<file path="src/rtl/csla_pkg.sv">
// Shared types and the round-robin pick helper for the shared carry-select adder arbiter.
package csla_pkg;

  localparam int DW     = 16;
  localparam int MAXREQ = 8;

  typedef logic [DW-1:0] opnd_t;

  typedef struct packed {
    logic       found;
    logic [2:0] idx;
  } pick_t;

  // Scans ptr, ptr+1, ... modulo nreq and returns the first set bit of valid.
  function automatic pick_t rr_pick(input logic [MAXREQ-1:0] valid,
                                    input logic [2:0]        ptr,
                                    input int                nreq);
    pick_t r;
    int    j;
    r.found = 1'b0;
    r.idx   = 3'd0;
    for (int k = 0; k < MAXREQ; k++) begin
      j = int'(ptr) + k;
      if (j >= nreq) j = j - nreq;
      if ((k < nreq) && !r.found && valid[j[2:0]]) begin
        r.found = 1'b1;
        r.idx   = j[2:0];
      end
    end
    return r;
  endfunction

endpackage

</file>
<file path="src/rtl/cslawoc.sv">
// 16-bit carry-select adder without carry-out: 4-bit blocks, each upper block
// precomputes both carry-in cases and the incoming carry selects between them.
module cslawoc
  import csla_pkg::*;
(
  input  logic [DW-1:0] a,
  input  logic [DW-1:0] b,
  output logic [DW-1:0] sum
);

  logic [4:0] s0;
  logic [4:0] s1;
  logic       c;

  // Block-wise select chain; the final carry is intentionally dropped.
  always_comb begin
    s0  = '0;
    s1  = '0;
    c   = 1'b0;
    sum = '0;
    for (int blk = 0; blk < DW / 4; blk++) begin
      s0 = {1'b0, a[blk*4 +: 4]} + {1'b0, b[blk*4 +: 4]};
      s1 = s0 + 5'd1;
      sum[blk*4 +: 4] = c ? s1[3:0] : s0[3:0];
      c = c ? s1[4] : s0[4];
    end
  end

endmodule

</file>
<file path="src/rtl/csla_share_arb.sv">
// Round-robin arbiter plus two-stage pipeline sharing one carry-select adder
// among NREQ requesters. S1 holds the granted operands, S2 the registered sum.
module csla_share_arb
  import csla_pkg::*;
#(
  parameter int NREQ = 4,
  parameter int IDW  = $clog2(NREQ)
) (
  input  logic                 clk,
  input  logic                 rst_n,
  input  logic [NREQ-1:0]      req_valid,
  output logic [NREQ-1:0]      req_ready,
  input  logic [NREQ*DW-1:0]   req_a,
  input  logic [NREQ*DW-1:0]   req_b,
  output logic                 rsp_valid,
  input  logic                 rsp_ready,
  output logic [DW-1:0]        rsp_sum,
  output logic [IDW-1:0]       rsp_id,
  output logic [15:0]          done_cnt
);

  logic              s1_v_q, s1_v_d;
  opnd_t             s1_a_q, s1_a_d;
  opnd_t             s1_b_q, s1_b_d;
  logic [IDW-1:0]    s1_id_q, s1_id_d;
  logic              s2_v_q, s2_v_d;
  opnd_t             s2_sum_q, s2_sum_d;
  logic [IDW-1:0]    s2_id_q, s2_id_d;
  logic [IDW-1:0]    ptr_q, ptr_d;
  logic [15:0]       done_cnt_q, done_cnt_d;

  logic [MAXREQ-1:0] valid_ext;
  logic [2:0]        ptr_ext;
  pick_t             pick;
  logic [IDW-1:0]    win;
  logic              adv2, acc, grant, fire;
  opnd_t             add_sum;

  cslawoc u_add (
    .a   (s1_a_q),
    .b   (s1_b_q),
    .sum (add_sum)
  );

  // Grant selection, handshake control and next-state for both stages.
  always_comb begin
    valid_ext               = '0;
    valid_ext[NREQ-1:0]     = req_valid;
    ptr_ext                 = '0;
    ptr_ext[IDW-1:0]        = ptr_q;
    pick                    = rr_pick(valid_ext, ptr_ext, NREQ);
    win                     = IDW'(pick.idx);

    adv2  = s1_v_q & (~s2_v_q | rsp_ready);
    acc   = ~s1_v_q | adv2;
    grant = pick.found & acc;
    fire  = s2_v_q & rsp_ready;

    req_ready = '0;
    if (grant) req_ready[win] = 1'b1;

    s1_v_d  = grant ? 1'b1 : (adv2 ? 1'b0 : s1_v_q);
    s1_a_d  = grant ? req_a[int'(win)*DW +: DW] : s1_a_q;
    s1_b_d  = grant ? req_b[int'(win)*DW +: DW] : s1_b_q;
    s1_id_d = grant ? win : s1_id_q;

    ptr_d = ptr_q;
    if (grant) ptr_d = (win == IDW'(NREQ - 1)) ? '0 : win + 1'b1;

    s2_v_d   = adv2 ? 1'b1 : (fire ? 1'b0 : s2_v_q);
    s2_sum_d = adv2 ? add_sum : s2_sum_q;
    s2_id_d  = adv2 ? s1_id_q : s2_id_q;

    done_cnt_d = fire ? done_cnt_q + 16'd1 : done_cnt_q;
  end

  // Control state and response registers, cleared by the async reset.
  always_ff @(posedge clk or negedge rst_n) begin
    if (!rst_n) begin
      s1_v_q     <= 1'b0;
      s2_v_q     <= 1'b0;
      s2_sum_q   <= '0;
      s2_id_q    <= '0;
      ptr_q      <= '0;
      done_cnt_q <= '0;
    end else begin
      s1_v_q     <= s1_v_d;
      s2_v_q     <= s2_v_d;
      s2_sum_q   <= s2_sum_d;
      s2_id_q    <= s2_id_d;
      ptr_q      <= ptr_d;
      done_cnt_q <= done_cnt_d;
    end
  end

  // S1 operand payload; qualified by s1_v_q so it needs no reset.
  always_ff @(posedge clk) begin
    s1_a_q  <= s1_a_d;
    s1_b_q  <= s1_b_d;
    s1_id_q <= s1_id_d;
  end

  assign rsp_valid = s2_v_q;
  assign rsp_sum   = s2_sum_q;
  assign rsp_id    = s2_id_q;
  assign done_cnt  = done_cnt_q;

endmodule
</file>
<file path="config.mk">
export PLATFORM = sky130hd
export DESIGN_NAME = csla_share_arb
export DESIGN_NICKNAME = d
export VERILOG_FILES = /design/src/rtl/csla_pkg.sv /design/src/rtl/cslawoc.sv /design/src/rtl/csla_share_arb.sv
export SDC_FILE = /design/constraint.sdc
export NUM_CORES = 1
export LEC_CHECK = 0
export CAP_MARGIN = 15
export CORE_ASPECT_RATIO = 1.1
export CORE_UTILIZATION = 49
export CTS_BUF_LIST = sky130_fd_sc_hd__clkbuf_4
export CTS_CLUSTER_DIAMETER = 30
export DETAILED_ROUTE_END_ITERATION = 12
export MAX_ROUTING_LAYER = met4
export PLACE_DENSITY_LB_ADDON = 0.2
export SLEW_MARGIN = 20
export SYNTH_ARGS = -nofsm -noshare
export SYNTH_HDL_FRONTEND = slang
export SYNTH_SLANG_ARGS = --single-unit
</file>
<file path="constraint.sdc">
create_clock -name clk -period 5.5 [get_ports clk]
set_input_delay 0.825 -clock clk [delete_from_list [all_inputs] [get_ports clk]]
set_output_delay 0.825 -clock clk [all_outputs]
set_load 0.005 [all_outputs]
</file>
# --- Word-level counts from Yosys, hierarchy flattened ---
# Index checks and enable logic that the tools add are counted.
classes:
  n_addsub: 16
  n_lt_le_gt_ge: 10
  eq_ne: 1
  n_shift: 2
  muxes: 29
  bitwise: 7
  n_reduce_logical: 9
ops:
  columns: ["op", "count"]
  rows:
  - ["$shiftx 64x7->16", 2]
  - ["$mux 4", 8]
  - ["$add 16x1->16 const B", 1]
  - ["$lt 3x4->1 const B", 4]
  - ["$add 4x4->5", 3]
  - ["$bmux 1 s3", 4]
  - ["$mux 3", 4]
  - ["$mux 1", 11]
  - ["$add 5x1->5 const B", 2]
  - ["$ge 3x3->1 const B", 3]
  - ["$sub 3x3->3 const B", 3]
  - ["$add 2x2->3 const B", 2]
  - ["$add 4x1->4 const B", 1]
  - ["$add 4x4->4", 1]
  - ["$logic_and 1x1->1", 4]
  - ["$reduce_bool 2->1", 2]
  - ["$add 2x1->3 const B", 1]
  - ["$and 1x1->1", 3]
  - ["$ge 2x3->1 const B", 1]
  - ["$logic_not 1->1", 3]
  - ["$lt 2x3->1 const B", 1]
  - ["$sub 2x3->3 const B", 1]
  - ["$add 2x1->2 const B", 1]
  - ["$demux 1 s2", 1]
  - ["other kinds (5)", 7]
word_totals:
  reg_bits: 72
  word_cells: 83

# --- Logic depth before layout (Yosys ltp) ---
depth:
  word_depth: 19
  mapped_depth: 10

# --- Cells and area by module ---
# From an unflattened synthesis, not the netlist that was laid out.
unflattened:
  hier_cells: 373
  area_unflattened_um2: 4546.9
by_module_without_submodules:
  columns: ["mod", "n_inst", "cells_per_inst", "area_each_um2"]
  rows:
  - ["csla_share_arb", 1, 276, 3711.1]
  - ["cslawoc", 1, 97, 835.8]

# --- Worst setup path before layout ---
# Ideal clock, no wire load.
synth_path:
  path_type: "input to output"
  from: "input port rsp_ready"
  to: "output port req_ready[0]"
  t_arrival_ns: 3.096
  path_slack_ns: 1.579
  cell_stages: 3
  path_cell_list: "nor2b_1 > a21oi_1 > and2_1"
synth_via:
  elab_chain_len: 5
synth_rtl:
  columns: ["element", "line_no", "text"]
  rows:
  - ["start: declaration", "csla_share_arb.sv:16", "input logic rsp_ready,"]
  - ["$or 1x1->1", "csla_share_arb.sv:54", "adv2 = s1_v_q & (~s2_v_q | rsp_ready);"]
  - ["$and 1x1->1", "csla_share_arb.sv:54", null]
  - ["$or 1x1->1", "csla_share_arb.sv:55", "acc = ~s1_v_q | adv2;"]
  - ["$and 1x1->1", "csla_share_arb.sv:56", "grant = pick.found & acc;"]
  - ["via grant", "csla_share_arb.sv:36", "logic adv2, acc, grant, fire;"]
  - ["$mux 4", "csla_share_arb.sv:60", "if (grant) req_ready[win] = 1'b1;"]
  - ["end: declaration", "csla_share_arb.sv:12", "output logic [NREQ-1:0] req_ready,"]
# The timed path passes the listed nets, and every way through them passes these cells.

# --- Final worst setup path ---
layout_path:
  from: "input port req_valid[0]"
  to: "output port req_ready[0]"
layout_via:
  elab_chain_len: 17
  word_cells_on_any_way: 25
layout_rtl:
  columns: ["element", "line_no", "text"]
  rows:
  - ["start: declaration", "csla_share_arb.sv:11", "input logic [NREQ-1:0] req_valid,"]
  - ["$bmux 1 s3", "csla_pkg.sv:25", "if ((k < nreq) && !r.found && valid[j[2:0]]) begin"]
  - ["$mux 1 (not written as such)", "csla_pkg.sv:25", null]
  - ["$mux 4", "csla_pkg.sv:25", null]
  - ["$logic_not 1->1", "csla_pkg.sv:25", null]
  - ["$logic_and 1x1->1", "csla_pkg.sv:25", null]
  - ["$mux 4", "csla_pkg.sv:25", null]
  - ["$logic_not 1->1", "csla_pkg.sv:25", null]
  - ["$logic_and 1x1->1", "csla_pkg.sv:25", null]
  - ["$mux 4", "csla_pkg.sv:25", null]
  - ["$logic_not 1->1", "csla_pkg.sv:25", null]
  - ["$logic_and 1x1->1", "csla_pkg.sv:25", null]
  - ["$mux 4 (*)", "csla_pkg.sv:25", null]
  - ["$lt 2x3->1 (not written as such) / $ge 2x1->1 (equally long branches)", "csla_share_arb.sv:60", null]
  - ["$logic_and 1x1->1 (not written as such)", "csla_share_arb.sv:60", null]
  - ["$mux 1 (not written as such)", "csla_share_arb.sv:60", null]
  - ["$demux 1 s2", "csla_share_arb.sv:60", null]
  - ["$mux 4 (*)", "csla_share_arb.sv:60", null]
# Mark *: on every way between the ends. The rest lies on a longest branch, timed or not. The select of a mux whose other input is x is not followed.

==> results.sh <==
export IMPL_cp_buffers_inverters=6
export IMPL_grt_pass1_vias=4161
export IMPL_cts_post_setup_buffers_inserted=0
export IMPL_ys_seq_elements=72
export IMPL_die_area_um2=9260
export IMPL_clockPowerShare_pct=17.3
export IMPL_cp_arrival_ns=3.34
export IMPL_cts_made_buffers=9
export IMPL_vias=4074
export IMPL_netSwitchingFraction_pct=36.2
export IMPL_route_detailed_drc=0
export IMPL_netlist_instances=485
export IMPL_first_iter_violations=171
export IMPL_status="complete, no violations"
export IMPL_netlist_area_um2=4350
export IMPL_rsz0062_at_grt="false"
export IMPL_root_buffer="clkbuf_4"
export IMPL_ys_flop_type="dfrtp_1"
export IMPL_ys_async_sr_fraction_pct=52.8
export IMPL_cts_sinks=72
export IMPL_tightest_slew_ns=0.816
export IMPL_synth_edff_count=34
export IMPL_dpl_worst_slack_ns=1.39
export IMPL_htreeDepth=3
export IMPL_avgSynthCellArea_um2=8.97
export IMPL_setup_viol_count_final=0
export IMPL_drive_above_1_share_pct=5.79
export IMPL_diodes=0
export IMPL_post_route_period_util_pct=75.7
export IMPL_yosysWarnings=0
export IMPL_leakage_uw=0.00272
export IMPL_grt_use_total_pct=25.4
export IMPL_p_comb_share_pct=50.1
export IMPL_coreArea_um2=8500
export IMPL_wirelength_mm=11.2
export IMPL_crit_path_cell_trace="clkdlybuf4s50_1 -> inv_1 -> nor2_1 -> a21oi_1 -> o22ai_1 -> a21oi_2 -> buf_4 -> inv_1 -> buf_4 -> ha_1 -> and2_1 -> clkdlybuf4s50_1"
export IMPL_start_util_pct=51.2
export IMPL_path_class="in -> out"
export IMPL_synth_cell_types=38
export IMPL_cp_required_ns=4.68
export IMPL_antenna_left=0
export IMPL_most_common_layout_cells="172 x clkdlybuf4s50_1, 154 x nand2_1, 38 x dfrtp_1"
export IMPL_seq_area_frac_synth_pct=45.3
export IMPL_cts_tree="built"
export IMPL_fp_dieW_um=91.8
export IMPL_cts_hold_buf=0
export IMPL_finalPower_uw=2700
export IMPL_clockBufferDepth=2
export IMPL_dr_pass1_iters=4
export IMPL_globalplace_congestion=0.922
export IMPL_cpMaxStageDelayCell="clkdlybuf4s50_1"
export IMPL_maxSlewHeadroom_pct=45.6
export IMPL_syn_to_final_growth_pct=47.0
export IMPL_fill_cells=608
export IMPL_setup_tns_ns=0
export IMPL_chipHeight_um=101
export IMPL_fmax_mhz=240
export IMPL_clkTransAtPathRegs_ns=0.12
export IMPL_pwr_share_seq_pct=32.6
export IMPL_overflow=0
export IMPL_grt_max_degree=65
export IMPL_power_switching_uw=977
export IMPL_holdCritPathClass="reg -> reg"
export IMPL_powerDensity_nw_per_um2=423
export IMPL_antenna_found_initial=0
export IMPL_syn_nets=647
export IMPL_maxSlewViolCount=0
export IMPL_ios=174
export IMPL_cp_max_fo=37
export IMPL_whs_ns=0.475
export IMPL_slowest_delay_ns=0.50
export IMPL_critical_path_top_delay_family="buffers and inverters"
export IMPL_rows=35
export IMPL_finalClockSkew_ns=0.0132
export IMPL_critPathCaptureType="output pin"
export IMPL_hpwl_mm=8.82
export IMPL_internal_power_uw=1720
export IMPL_nets=813
export IMPL_cts_resized=0
export IMPL_maxCapViolations=0
export IMPL_wl_per_cell_um=14.6
export IMPL_fin_util_pct=75.2
export IMPL_final_common_cell="clkdlybuf4s50_1"
export IMPL_ir_drop_mv=0.227
export IMPL_worst_slack_ns=1.34
export IMPL_vias_per_cell=5.31
export IMPL_finalHoldViolCount=0
export IMPL_crit_path_start_kind="primary input"
export IMPL_min_period_ns=4.16
export IMPL_grt_pass1_wl_mm=17.9
export IMPL_port_buffers=173
export IMPL_clk_latency_ns=0.42
registers in the layout, indices dropped and copies added, names as in the netlist:
| signal | flops |
|---|---|
| s1_id_q | 2 |
| rsp_id | 2 |
| s1_b_q | 16 |
| ptr_q | 2 |
| rsp_valid | 1 |
| rsp_sum | 16 |
| s1_v_q | 1 |
| done_cnt | 16 |
| s1_a_q | 16 |
worst reg2reg max path, cell delays in order (launching register included):
cell	delay [ns]
edfxtp_1	0.35
ha_1	0.18
inv_1	0.06
fa_1	0.39
nand2b_1	0.17
a21oi_2	0.33
nor4b_4	0.33
mux2i_1	0.33
xnor2_2	0.17
or3_1	0.33
a31oi_1	0.16
synth_stat cells (all sizes together) (3+ instances only):
| library cell | count | share of area (%) |
|---|---|---|
| a21o | 3 | 0.55 |
| a21oi | 14 | 1.8 |
| a31oi | 33 | 4.7 |
| and2 | 5 | 0.72 |
| and3 | 35 | 5.0 |
| buf | 6 | 0.55 |
| clkbuf | 17 | 1.5 |
| dfrtp | 38 | 22 |
| edfxtp | 34 | 23 |
| fa | 4 | 1.8 |
| ha | 23 | 6.6 |
| inv | 16 | 1.4 |
| mux2 | 5 | 1.3 |
| mux2i | 4 | 0.92 |
| nand2 | 154 | 13 |
| nand3 | 10 | 1.2 |
| nand4 | 6 | 0.86 |
| nor2 | 14 | 1.2 |
| o21ai | 15 | 1.7 |
| xnor2 | 19 | 4.0 |
| xor2 | 12 | 2.4 |
layout make-up:
class	instances	area [um2]	area share (%)
multi-input cells	374	2250	35.1
clock buffers	9	67.6	1.06
inverters	16	60.1	0.940
well taps	111	139	2.17
flip-flops and latches	72	1970	30.9
repair buffers	178	1760	27.6
clock inverters	7	143	2.23
through the flow:
stage,instances,instance area [um2]
4_1_cts,767,6390
5_1_grt,767,6390
3_5_place_dp,751,6180
3_3_place_gp,751,6180
2_1_floorplan,485,4350
6_report,767,6390
power by group through the flow:
| stage | combinational, uW | sequential, uW | clock (uW) |
|---|---|---|---|
| 2_1_floorplan | 840 | 880 | 0 |
| 3_3_place_gp | 1290 | 886 | 0 |
| 3_5_place_dp | 1340 | 896 | 0 |
| 4_1_cts | 1360 | 884 | 474 |
| 5_1_grt | 1500 | 906 | 502 |
| 6_report | 1350 | 881 | 467 |
final timing paths:
| path | start | to | slack (ns) | cells past startpoint |
|---|---|---|---|---|
| worst max-delay path | req_valid[0] | req_ready[0] | 1.34 | 12 |
| worst min-delay path | done_cnt[15] | done_cnt[15] | 0.47 | 1 |
| worst max register to register | s1_a_q[0] | rsp_sum[14] | 2.62 | 10 |
| worst min register to register | done_cnt[15] | done_cnt[15] | 0.47 | 1 |
| max in group asynchronous | rst_n | rsp_sum[5] | 4.49 | 1 |
| min in group asynchronous | rst_n | done_cnt[5] | 0.48 | 1 |
kinds of logic (layout without fill, tap and decap cells):
logic type / Yosys count / after routing / share of synthesized area (%)
mux: 9 / 9 / 2.22
buf+inv: 39 / 210 / 3.39
compound gates: 70 / 70 / 9.64
simple gates: 237 / 237 / 24.5
flops: 72 / 72 / 45.3
fa+ha+maj: 27 / 27 / 8.46
xor+xnor: 31 / 31 / 6.42
layer usage:
| layer | part of all wire, % | wire length [um] | vias up | track usage [%] |
|---|---|---|---|---|
| met3 | 4.6 | 511 | 27 | 4.07 |
| met5 | 0 | 0 | - | - |
| met1 | 40 | 4470 | 1903 | 28.1 |
| li1 | - | - | 1998 | - |
| met2 | 52 | 5840 | 146 | 45.9 |
| met4 | 3.1 | 342 | 0 | 9.98 |
No activity file was read; power rests on OpenSTA's default activity.
